$ cat config.mk
export PLATFORM = sky130hd
export DESIGN_NAME = pipeline_hazard_ctrl
export DESIGN_NICKNAME = d
export VERILOG_FILES = /design/src/rtl/pipeline_hazard_ctrl.sv
export SDC_FILE = /design/constraint.sdc
export NUM_CORES = 1
export LEC_CHECK = 0
export ABC_AREA = 1
export CAP_MARGIN = 30
export CELL_PAD_IN_SITES_DETAIL_PLACEMENT = 0
export CELL_PAD_IN_SITES_GLOBAL_PLACEMENT = 1
export CORE_ASPECT_RATIO = 0.75
export CORE_MARGIN = 8
export CORE_UTILIZATION = 30
export DETAILED_ROUTE_END_ITERATION = 7
export PLACE_DENSITY_LB_ADDON = 0.1
export SYNTH_ARGS = -nofsm -noshare
export SYNTH_HDL_FRONTEND = slang
export SYNTH_SLANG_ARGS = --single-unit
$ cat constraint.sdc
create_clock -name clk -period 2.17 [get_ports clk]
set_input_delay 0.3255 -clock clk [delete_from_list [all_inputs] [get_ports clk]]
set_output_delay 0.3255 -clock clk [all_outputs]
set_load 0.05 [all_outputs]
$ cat src/rtl/pipeline_hazard_ctrl.sv
// Hazard/sequencing controller for the F/D, D/E and E/M pipeline registers: forwarding selects,
// load-use and branch handling, multi-cycle MDU hold sequencing and a saturating stall counter.
module pipeline_hazard_ctrl #(
  parameter int unsigned MDU_LATENCY = 4,
  parameter int unsigned CNT_W       = 16,
  parameter logic [1:0]  LOAD_CODE   = 2'b01
) (
  input  logic             clk,
  input  logic             rst_n,
  input  logic [4:0]       rs1_d_i,
  input  logic [4:0]       rs2_d_i,
  input  logic [4:0]       rs1_e_i,
  input  logic [4:0]       rs2_e_i,
  input  logic [4:0]       rd_e_i,
  input  logic [1:0]       res_src_e_i,
  input  logic             reg_write_m_i,
  input  logic [4:0]       rd_m_i,
  input  logic             reg_write_w_i,
  input  logic [4:0]       rd_w_i,
  input  logic             pc_src_e_i,
  input  logic             mdu_start_e_i,
  output logic             stall_f_o,
  output logic             stall_d_o,
  output logic             stall_e_o,
  output logic             flush_d_o,
  output logic             flush_e_o,
  output logic             bubble_m_o,
  output logic [1:0]       fwd_a_e_o,
  output logic [1:0]       fwd_b_e_o,
  output logic             mdu_busy_o,
  output logic             mdu_done_o,
  output logic [CNT_W-1:0] stall_cnt_o
);

  typedef enum logic [1:0] {StIdle, StBusy, StDone} state_e;

  localparam int unsigned MW = (MDU_LATENCY > 2) ? $clog2(MDU_LATENCY) : 1;
  // BUSY lasts MDU_LATENCY-2 cycles, so the op occupies E for MDU_LATENCY cycles in total.
  localparam logic [MW-1:0] BusyLoad = (MDU_LATENCY > 2) ? MW'(MDU_LATENCY - 3) : '0;

  state_e           r_state;
  logic [MW-1:0]    r_cnt;
  logic [CNT_W-1:0] r_stall_cnt;

  logic w_lu;
  logic w_start;
  logic w_hold;

  function automatic logic [1:0] fwd_sel(input logic [4:0] rs, input logic wm,
                                         input logic [4:0] rdm, input logic ww,
                                         input logic [4:0] rdw);
    if (wm && (rdm != 5'd0) && (rdm == rs)) begin
      return 2'b10;
    end else if (ww && (rdw != 5'd0) && (rdw == rs)) begin
      return 2'b01;
    end
    return 2'b00;
  endfunction

  assign fwd_a_e_o = fwd_sel(rs1_e_i, reg_write_m_i, rd_m_i, reg_write_w_i, rd_w_i);
  assign fwd_b_e_o = fwd_sel(rs2_e_i, reg_write_m_i, rd_m_i, reg_write_w_i, rd_w_i);

  assign w_lu = (res_src_e_i == LOAD_CODE) && (rd_e_i != 5'd0) &&
                ((rd_e_i == rs1_d_i) || (rd_e_i == rs2_d_i));

  assign w_start = (r_state == StIdle) && mdu_start_e_i && !pc_src_e_i;
  assign w_hold  = (r_state == StBusy) || w_start;

  always_comb begin
    stall_f_o  = 1'b0;
    stall_d_o  = 1'b0;
    stall_e_o  = 1'b0;
    flush_d_o  = 1'b0;
    flush_e_o  = 1'b0;
    bubble_m_o = 1'b0;
    if (w_hold) begin
      stall_f_o  = 1'b1;
      stall_d_o  = 1'b1;
      stall_e_o  = 1'b1;
      bubble_m_o = 1'b1;
    end else if (pc_src_e_i) begin
      // A redirect must not be held, so it overrides load-use.
      flush_d_o = 1'b1;
      flush_e_o = 1'b1;
    end else if (w_lu) begin
      stall_f_o = 1'b1;
      stall_d_o = 1'b1;
      flush_e_o = 1'b1;
    end
  end

  assign mdu_busy_o  = (r_state == StBusy);
  assign mdu_done_o  = (r_state == StDone);
  assign stall_cnt_o = r_stall_cnt;

  always_ff @(posedge clk or negedge rst_n) begin
    if (!rst_n) begin
      r_state     <= StIdle;
      r_cnt       <= '0;
      r_stall_cnt <= '0;
    end else begin
      if (stall_f_o && !(&r_stall_cnt)) begin
        r_stall_cnt <= r_stall_cnt + CNT_W'(1);
      end
      case (r_state)
        StIdle: begin
          if (w_start) begin
            r_state <= (MDU_LATENCY > 2) ? StBusy : StDone;
            r_cnt   <= BusyLoad;
          end
        end
        StBusy: begin
          if (r_cnt != '0) begin
            r_cnt <= r_cnt - MW'(1);
          end else begin
            r_state <= StDone;
          end
        end
        StDone:  r_state <= StIdle;
        default: r_state <= StIdle;
      endcase
    end
  end

endmodule

**Word-level counts from Yosys, hierarchy flattened**

Index checks and enable logic that the tools add are counted.

- Add/subtract/negate cells: 2
- Equal/unequal tests: 12
- Reductions and logical operators: 24
- Multiplexer cells: 23

Operators by type and width:

| operator | number |
|---|---|
| $eq A5 B5 Y1 | 6 |
| $mux W2 | 9 |
| $add A16 B1 Y16 const B | 1 |
| $reduce_and A16 Y1 | 1 |
| $reduce_bool A5 Y1 | 3 |
| $mux W1 | 12 |
| $logic_and A1 B1 Y1 | 11 |
| $pmux W2 S2 | 2 |
| $eq A2 B1 Y1 const B | 2 |
| $ne A2 B2 Y1 const B | 2 |
| $reduce_bool A2 Y1 | 2 |
| $reduce_and A3 Y1 | 1 |
| $eq A2 B2 Y1 const B | 1 |
| $logic_not A1 Y1 | 2 |
| $logic_not A2 Y1 | 1 |
| $logic_or A1 B1 Y1 | 2 |
| $ne A2 B1 Y1 const B | 1 |
| $reduce_and A2 Y1 | 1 |
| $sub A2 B1 Y2 const B | 1 |

- Word-level logic and storage cells: 64
- Output and inout port bits: 28
- Bits of input ports: 43
- Register bits: 20

**Logic depth before layout (Yosys ltp)**

- Depth in word-level cells: 7
- Gate-level depth with buffers: 12
- Depth with buffers taken out: 11

**Least setup slack after synthesis**

No wires, ideal clock.

- Path kind: input-to-output
- From: input port rd_m_i[3]
- To: output port fwd_b_e_o[0]
- Data arrival time: 2,785 ps
- Buffers on the path: 0
- Stages: 3
- Setup slack: -941 ps
- Required time: 1,845 ps
- Path through: xor2_1 -> nor4_1 -> nor3_1

- Word-level cells in the longest chain between the ends: 5
- Elaborated cells between the ends (all ways): 7
- Classes of those cells: eq/ne (1); mux (3); reduce/logical (3)

Ends and longest elaborated chain:

| item | RTL line | source |
|---|---|---|
| start, declared | 17 | `input logic [4:0] rd_m_i,` |
| $reduce_bool A5 Y1 | 52 | `if (wm && (rdm != 5'd0) && (rdm == rs)) begin` |
| $logic_and A1 B1 Y1 | 52 |  |
| $logic_and A1 B1 Y1 (*) | 52 |  |
| $mux W2 / $mux W1 (equally long branches) | 52 |  |
| $mux W2 (*) | 57 | `return 2'b00;` |
| end, declared | 29 | `output logic [1:0] fwd_b_e_o,` |

Mark *: on every way between the ends. The rest lies on a longest branch, timed or not.

**Worst setup path in the final report**

- From: register r_state[1]
- To: output port mdu_busy_o

- Word-level cells in the longest chain between the ends: 1

Ends and longest elaborated chain:

| item | RTL line | source |
|---|---|---|
| start, declared | 41 | `state_e r_state;` |
| start signal, assigned | 98 | `r_state <= StIdle;` |
| start signal, assigned | 108 | `r_state <= (MDU_LATENCY > 2) ? StBusy : StDone;` |
| start signal, assigned | 116 | `r_state <= StDone;` |
| $eq A2 B1 Y1 | 92 | `assign mdu_busy_o = (r_state == StBusy);` |
| end, declared | 30 | `output logic mdu_busy_o,` |

Every way passes these cells.

==> results.cfg <==
[setup_path]
cp_max_fo = 4
setup.worst_path.end_class = output pin
worst-setup-path-type = reg -> out
worstPathArrival_ns = 1.76
start_kind = register
crit_required_ns = 1.84

[floorplan]
coreArea_sq_um = 5410
rows = 23
die_h_microns = 81.1
start_util = 0.313
fp.dieW_microns = 103
ios = 71
die-area_sq_um = 8340

[global_route]
gr-total-overflow = 0
use_met1 = 0.163
gr-usage-all-layers = 0.120
grt_antenna_before_repair = 0
grt_pass1_wl_microns = 8030
grtUsageMet2 = 0.193
grt_busiest_layer = met2
grt_max_degree = 21
grt_pass1_vias = 1680
grt_use_met3 = 0.0290

[yosys]
synthArstFlopShare = 1.00
avgSynthCellArea_sq_um = 6.89
synth.net_count = 291
ys_seq_area_frac = 0.295
yosysTopAreaCellShare = 0.295
synth_area_leaders = dfrtp_1 30%, nand2_1 16%, xor2_1 8.8%, xnor2_1 7.7%, nand3_1 6.5%
synth_cells = 246
ys_seq_elements = 20
synth_edf_count = 0
yosysWarnings = 0
synth_cell_type_count = 26
synth_ff_type = dfrtp_1
post-synth-top-area-cell = dfrtp_1
syn_area_sq_um = 1700

[power_and_ir_drop]
p_per_area_nw_per_um2 = 806
p_leak_nw = 1.31
peakVddDrop_mv = 0.349

[finish]
num-fill-cells = 572
antenna_cells = 0
area_delta_synth_final_pct = 62.1
register_area_sq_um = 500
final_cell_mix = 72 x nand2_1, 57 x clkdlybuf4s50_1, 28 x inv_1, 22 x nor2_1, 22 x nand3_1
layout_commonest_cell = nand2_1
nNetsFinal = 371
layout-drive-gt1-share = 0.166
post-route-cell-area_sq_um = 2750
multi_input_area_sq_um = 1100

[worst_hold_path]
min_path_type = in -> async

[routing]
wl_per_cell_microns = 12.4
drt_iter0_drc = 60
dr.pass1.iters = 4
antenna_left = 0
drc_errors = 0
via_count = 1749
wirelength_microns = 4970
viasPerCell = 4.37

[clock_tree]
cts-buffers-inserted = 3
path_clk_slew_ns = 0.08
clk_path_buf_depth = 2
worst_skew_pair.late_latency_ns = 0.27
cts_tree = done
htreeDepth = 1
clkSinkCount = 20
cts-root-buf = clkbuf_8
hold_buffers = 0

[sta]
timing.final.ws_setup_ns = 0.0839
rsz0062_at_grt = no
min_period_ns = 2.09
worstMarginPinSlew_ns = 0.526
drv_slew = 0
fmax_ghz = 0.479
timing.final.crit_share = 0.961
relSlewSlack = 0.648
finalSetupViolCount = 0
hold_viol_final = 0
fin_worst_skew_ns = 0.0109
setup_tns_ns = 0

[place]
dpl-instance-area_sq_um = 2600
port_buffers = 70
gp_congestion = 0.797
pre_cts_ws_ns = -0.0202
hpwl_microns = 4060

[flow_run]
drv_cap = 0

[outcome]
outcome = completed
-- per-stage QoR --
step                      total power, mW  hold slack, ns  instances  utilization
after floorplan                      1.34          0.0299        246            -
after global placement               1.76           0.504        392        0.481
after detailed placement             1.77           0.504        392        0.481
after CTS                            2.16           0.401        396        0.494
after global routing                 2.37           0.418        400        0.508
final                                2.22           0.397        400        0.508
-- worst max-delay path: stages, from the launching register on --
cell and delay [ns]:
dfrtp_1 0.39, nor2_2 0.24, clkdlybuf4s50_1 0.86
-- logic make-up after synthesis --
group | share of synthesized area
AOI/OAI and AO/OA | 0.0155
xor gates and xnor gates | 0.165
DFF | 0.295
and+or+nand+nor | 0.407
adders and majority gates | 0.0148
buffers and inverters | 0.103
-- final timing paths --
check                                start               to  slack [ns]  cells after the start
min                                  rst_n       r_state[0]        0.40                      2
max in group asynchronous            rst_n  stall_cnt_o[15]        1.55                      2
max                             r_state[1]       mdu_busy_o        0.08                      2
min in group clk           stall_cnt_o[15]  stall_cnt_o[15]        0.51                      2
max reg2reg                 stall_cnt_o[0]  stall_cnt_o[14]        0.34                      7
min reg2reg                stall_cnt_o[15]  stall_cnt_o[15]        0.51                      2
-- cells in the mapped netlist, types with 3 or more instances --
| cell | count |
|---|---|
| nand3_1 | 22 |
| xor2_1 | 17 |
| inv_2 | 5 |
| nor3_1 | 5 |
| dfrtp_1 | 20 |
| nand3_2 | 3 |
| nand2_1 | 73 |
| nor2_2 | 4 |
| nor2_1 | 26 |
| buf_4 | 3 |
| o21ai_0 | 3 |
| xnor2_1 | 15 |
| inv_1 | 28 |
| nand4_1 | 5 |
-- power by group --
part	total, mW	switching (mW)	internal (mW)
combinational	1.34	0.820	0.519
sequential	0.500	0.0565	0.443
clock	0.377	0.130	0.247
total	2.22	1.01	1.21
-- flip-flops by register name (all words and copies together), names as in the netlist --
signal and count:
r_cnt 2, stall_cnt_o 16, r_state 2
-- cell type report --
type | instances | area share
inverter | 33 | 0.0451
timing repair buffer | 80 | 0.312
tap | 75 | 0.0341
sequential | 20 | 0.182
clock buffer | 3 | 0.0150
multi-input combinational | 188 | 0.401
clock inverter | 1 | 0.0109
-- layer usage --
| layer | vias up | wire (microns) |
|---|---|---|
| met3 | 3 | 262 |
| met4 | 0 | 20 |
| li1 | 923 | - |
| met2 | 43 | 2320 |
| met5 | - | 0 |
| met1 | 780 | 2360 |
-- what timing repair did --
item,4_1_cts,5_1_grt
buffers inserted,0,3
endpoints found under the setup margin,1,4
pin swaps,0,2
cloned,0,1
resized for setup,1,12
(Power assumes the default switching activity.)
==> patch 1, RTL diff (config.mk and constraints unchanged) <==
Register the output `stall_cnt_o` once more; this adds one clock of latency there. The other outputs are not delayed to match.
--- a/src/rtl/pipeline_hazard_ctrl.sv
+++ b/src/rtl/pipeline_hazard_ctrl.sv
@@ -91,7 +91,9 @@
 
   assign mdu_busy_o  = (r_state == StBusy);
   assign mdu_done_o  = (r_state == StDone);
-  assign stall_cnt_o = r_stall_cnt;
+  always_ff @(posedge clk) begin
+    stall_cnt_o <= r_stall_cnt;
+  end
 
   always_ff @(posedge clk or negedge rst_n) begin
     if (!rst_n) begin
Check against the original RTL: not equivalent (Yosys sat finds a counterexample within 4 cycles, from zero or initial values and one cycle with rst_n low).
==> patch 1 against the unedited design <==
  * Sequential cell count is 16 higher
  * Final cell count up 6.3%
  * Via count rose by 3.9%
  * Setup slack improved by 0.0020 ns
  * Power up 25%
  * Area after synthesis up 17%
  * Cell area up 12%
  * Wire length grew 5.7%
  * Critical endpoint is now fwd_b_e_o[1]
  * Largest cell class unchanged
  * Largest power group unchanged
==> patch 1: results (changes against the unedited design) <==
The flow ran to the end, and the final reports show no timing, DRC or antenna violations. The wire length of the first global-routing pass is 8666 um (+7.9%). The logs give -0.01433 ns (+0.005878 ns) for the worst slack at placement and 0.512 (-0.093) for the combinational fraction of design power.

Register area share after synthesis: 0.4121 (+0.1169). The tools report the leakage power figure as 1.443 nW (+11%). The fraction of registers with async set/reset works out to 0.5556 (-0.4444). The setup path with the least slack is of type in2out.

The tools report the overall power consumption as 0.002769 W (+25%). The net count after synthesis came out at 305 (+4.8%). The logs give 1,818 (+3.9%) for the number of vias in the routed layout and 0.307 (+0.082) for the register share of total power.

The logs give 0.29 ns (+0.02 ns) for the clock latency reported for the late side of the worst-skew pair and 0 (unchanged) for the count of warnings emitted by yosys. For the TritonCTS buffer count, the log shows 5 (+2). The share of cells above drive strength 1 was 0.1366 (-0.02953); the number of nets in the final layout was 388 (+4.6%).

The logs give 0.1156 (-0.004752) for the overall global routing resource usage and 2 (unchanged) for the maximum number of buffers from clock root to sink. The logs give 0.3362 mV (-3.7%) for the worst IR drop on VDD and 425 (+6.3%) for the number of cells in the finished layout apart from fillers. The last weighted congestion value of the routability-driven placer was 0.7418 (-6.9%). The number of cells after detailed placement was 417 (+6.4%). The number of instances in the synthesized netlist came out at 260 (+5.7%). The tools report the final clock skew as 0.007587 ns (-0.003294 ns). The post-detailed-route wirelength per cell came out at 12.36 um (-0.53%).

The logs give 0.001157 W (+15%) for the reported net switching power and 58 (-3.3%) for the initial DRC count. The commonest cells after synthesis are 74 x nand2_1, 33 x inv_1, 24 x nand3_1, 22 x nor2_1, 20 x dfrtp_1. The longest individual stage delay on the worst path came out at 0.41 ns (-0.45 ns). The largest fanout of any net on the critical path was 2 (-2); the detailed-placement wirelength estimate was 4307 um (+6.1%).

Worst slew slack as a fraction of its limit: 0.6435 (-0.004474).
==> patch 1: cell types whose count changed in the layout (fill, tap and decap cells not counted), sizes merged, moves of 2 or more <==
cell / delta
clkbuf: +4
nor3: +2
xnor2: -2
dfxtp: +16
inv: +2
nor2: -7
==> patch 1: logic make-up after synthesis <==
logic type      count (synthesis)  synth area share
flops                          36            0.4121
simple gates                  146            0.3373
buf+inv                        40           0.09045
fa+ha+maj                       2           0.01256
compound gates                  6           0.01570
xor+xnor                       30            0.1319
==> patch 1: worst paths after layout <==
kind | startpoint | to | slack, ns | depth (start not counted)
min in group clk | r_stall_cnt[15] | stall_cnt_o[15] | 0.41 | 0
setup / recovery | rd_m_i[3] | fwd_b_e_o[1] | 0.09 | 6
hold reg to reg | r_stall_cnt[15] | stall_cnt_o[15] | 0.41 | 0
setup reg to reg | r_stall_cnt[0] | r_stall_cnt[0] | 0.40 | 9
hold / removal | rst_n | r_stall_cnt[13] | 0.39 | 2
max in group asynchronous | rst_n | r_stall_cnt[10] | 1.56 | 2
==> patch 1: per-layer routing <==
metal	global-route usage	share of wire	wire length, um	vias to the layer above
met1	0.1511	0.48	2506	800
met5	0	0	0	-
met3	0.04151	0.071	374	5
met2	0.1738	0.44	2330	39
met4	0.03257	0.0080	42	0
li1	-	-	-	974
==> patch 1: cell type report <==
type | instances | area (um^2)
inverters | 35 | 131.4
repair buffers | 81 | 890.9
clock buffers | 7 | 86.33
multi-input cells | 184 | 1033
well taps | 81 | 101.3
fillers | 637 | 3278
flip-flops and latches | 36 | 820.8
clock inverters | 1 | 7.507
==> patch 1: worst reg2reg max path: cells and delay by family (launching register included) <==
| kind | cells | cell delay [ns] |
|---|---|---|
| flops | 1 | 0.42 |
| fa+ha+maj | 1 | 0.23 |
| simple gates | 8 | 1.06 |
==> patch 2, RTL diff (same settings) <==
Without the edit above. Set the parameter `CNT_W` to 32 (it was 16).
--- a/src/rtl/pipeline_hazard_ctrl.sv
+++ b/src/rtl/pipeline_hazard_ctrl.sv
@@ -2,7 +2,7 @@
 // load-use and branch handling, multi-cycle MDU hold sequencing and a saturating stall counter.
 module pipeline_hazard_ctrl #(
   parameter int unsigned MDU_LATENCY = 4,
-  parameter int unsigned CNT_W       = 16,
+  parameter int unsigned CNT_W       = 32,
   parameter logic [1:0]  LOAD_CODE   = 2'b01
 ) (
   input  logic             clk,
Ports: changed (resized stall_cnt_o); port bits go from 71 to 87. No check against the original RTL was run, so the function may have changed too.
==> patch 2 against the unedited design <==
  * Sequential cell count increased by 16
  * Final cell count increased by 66%
  * Area after synthesis increased by 71%
  * Sequential power increased by 64%
  * Worst hold slack got worse by 0.24 ns
  * Critical path depth increased by 4
  * Clock skew decreased by 0.0072 ns
  * Synthesized cell count increased by 74%
  * Cell area increased by 56%
  * Wire length increased by 72%
  * Setup slack improved by 0.030 ns
  * Power increased by 46%
==> patch 2: results (changes against the unedited design) <==
The global routing met3 resource utilization came out at 0.04314 (+0.01410). The count of cells along the worst register-to-register path works out to 10 (+3). Timing startpoint of the critical path: rd_m_i[3]. Maximum number of pins on one net before global-route repair: 37 (+76%). The TritonCTS buffer count is 5 (+2). Clock root buffer: clkbuf_16.

The met1 track demand over resource was 0.1753 (+0.01197); the number of vias per cell after detailed routing was 4.367 (-0.14%). The total routed wirelength is 8536 um (+72%), and the via count of the first global-routing pass is 2,885 (+72%). The detailed-placement wirelength estimate was 6861 um (+69%). The number of unique standard cell types used by synthesis is 28 (+7.7%).

The met2 demand-to-capacity share in global routing is 0.2172 (+0.02376), and the overall global routing resource usage is 0.1355 (+0.01514). The final critical path time including I/O delays and setup is 2.056 ns (-0.03005 ns). The run gives 473 (+63%) as the net count after synthesis. The tools report the worst-case hold slack as 0.1587 ns (-0.2379 ns). The classification of the worst-slack hold path is in2async. The number of synthesized register bits is 36 (+80%), and the number of antenna violations at the first check in global routing is 0 (unchanged). The worst IR drop on VDD was 0.4990 mV (+43%). Flip-flop count of the largest register after layout: 32 (+16). The flow ran to the end, and the final reports show no timing, DRC or antenna violations. Worst slack at placement: 0.03822 ns (+0.05843 ns).

The number of nets in the final layout is 575 (+55%), and the last weighted congestion value of the routability-driven placer is 0.7968 (about the same). The number of fill cells in the layout is 992 (+73%). Register area share after synthesis: 0.3101 (+0.01487). The wire length of the first global-routing pass came out at 14,100 um (+76%). The number of buffers added on ports was 86 (+23%); the longest individual stage delay on the worst path was 0.43 ns (-0.43 ns).

The leakage power figure was 1.973 nW (+51%). The number of enable flip-flop cells after synthesis works out to 0 (unchanged). Yosys attributes the largest share of cell area to dfrtp_1 31%, nand2_1 19%, nand3_1 6.9%.

For the number of nets still failing antenna checks after routing, the log shows 0 (unchanged). The worst-case register-to-register setup slack is 0.24 ns (-0.10 ns), and the transition at the pin with the smallest max-transition slack is 0.8674 ns (+0.3409 ns). The endpoint identified for the worst register-to-register timing path is stall_cnt_o[30].

The logs give 0 (unchanged) for the antenna diode instance count and 1.73 ns (-0.03 ns) for the signal arrival time at the worst endpoint. The largest fanout of any net on the critical path works out to 2 (-2). Launch point of the worst reg-to-reg path: stall_cnt_o[0].

The initial DRC count is 168 (+180%), and the final clock skew is 0.003665 ns (-0.007217 ns). The register clock-pin slew on the reported worst setup and hold paths was 0.05 ns (-0.03 ns); the maximum level of the CTS H-tree was 2 (+1). Counting instances in the post-synthesis netlist gives the leading cell types as 146 x nand2_1, 52 x inv_1, 50 x nor2_1, 40 x nand3_1, 36 x dfrtp_1. The standard cell area after detailed placement is 0.004090 mm^2 (+57%), and the fraction of registers with async set/reset is 1.000 (unchanged).

Summed over all instances, the cell type with the most area after synthesis is dfrtp_1. The slowest stage of the critical path belongs to the cell clkdlybuf4s50_1. The logs give 2 (unchanged) for the maximum number of buffers from clock root to sink and 0 (unchanged) for the count of warnings emitted by yosys. The share of cells above drive strength 1 works out to 0.1394 (-0.02679).
[patch 2: cell types whose count changed in the layout (fill, tap and decap cells not counted), sizes merged, moves of 15 or more]
cell           unedited run  this run
clkdlybuf4s50            57        72
dfrtp                    20        36
inv                      33        57
nand2                    77       152
nand3                    25        55
nor2                     31        57
[patch 2: power by group]
group	switching [W]	internal, W
clock	0.000274	0.000458
sequential	0.0000756	0.000744
combinational	0.000962	0.000712
[patch 2: what timing repair did]
| action | in CTS | in global routing |
|---|---|---|
| setup buffers | 0 | 5 |
| setup endpoints to repair | 0 | 6 |
| hold buffers | 0 | 0 |
| gates resized for setup | 0 | 4 |
[patch 2: layout make-up]
class | instances | area, um^2 | share of cell area
repair buffers | 105 | 1131 | 0.2642
flip-flops and latches | 36 | 900.9 | 0.2104
clock buffers | 8 | 146.4 | 0.03419
inverters | 57 | 214.0 | 0.04997
multi-input cells | 325 | 1724 | 0.4027
well taps | 132 | 165.2 | 0.03857
[patch 2: per-layer routing]
metal / part of all wire / up-vias
met5: 0 / -
met4: 0.0030 / 0
met3: 0.063 / 2
met2: 0.44 / 51
met1: 0.49 / 1312
li1: - / 1530
[patch 2: per-stage QoR]
| step | setup TNS, ns | cells | power (W) |
|---|---|---|---|
| final | 0 | 663 | 0.003225 |
| after global routing | 0 | 663 | 0.003423 |
| after CTS | 0 | 658 | 0.003205 |
| after detailed placement | 0 | 650 | 0.002453 |
| after global placement | 0 | 650 | 0.002440 |
| after floorplan | -0.09211 | 428 | 0.001807 |
[patch 2: kinds of logic (layout without fill, tap and decap cells)]
logic type      after synthesis  count (layout)  synth area share
compound gates                5               5           0.01120
xor+xnor                     36              36            0.1085
fa+ha+maj                     2               2          0.008612
buf+inv                      67             170            0.1064
flops                        36              36            0.3101
simple gates                282             282            0.4552
[patch 2: how the worst max path moves through the flow]
stage / endpoint
after floorplan: fwd_b_e_o[0]
after global placement: fwd_b_e_o[0]
after detailed placement: fwd_b_e_o[0]
after CTS: fwd_b_e_o[0]
after global routing: fwd_b_e_o[1]
final: fwd_b_e_o[1]
[patch 2: worst max-delay path: cells and delay by family]
family,cells,cell delay [ns]
XOR/XNOR,1,0.16
AND/OR/NAND/NOR,1,0.35
buffers and inverters,4,0.88
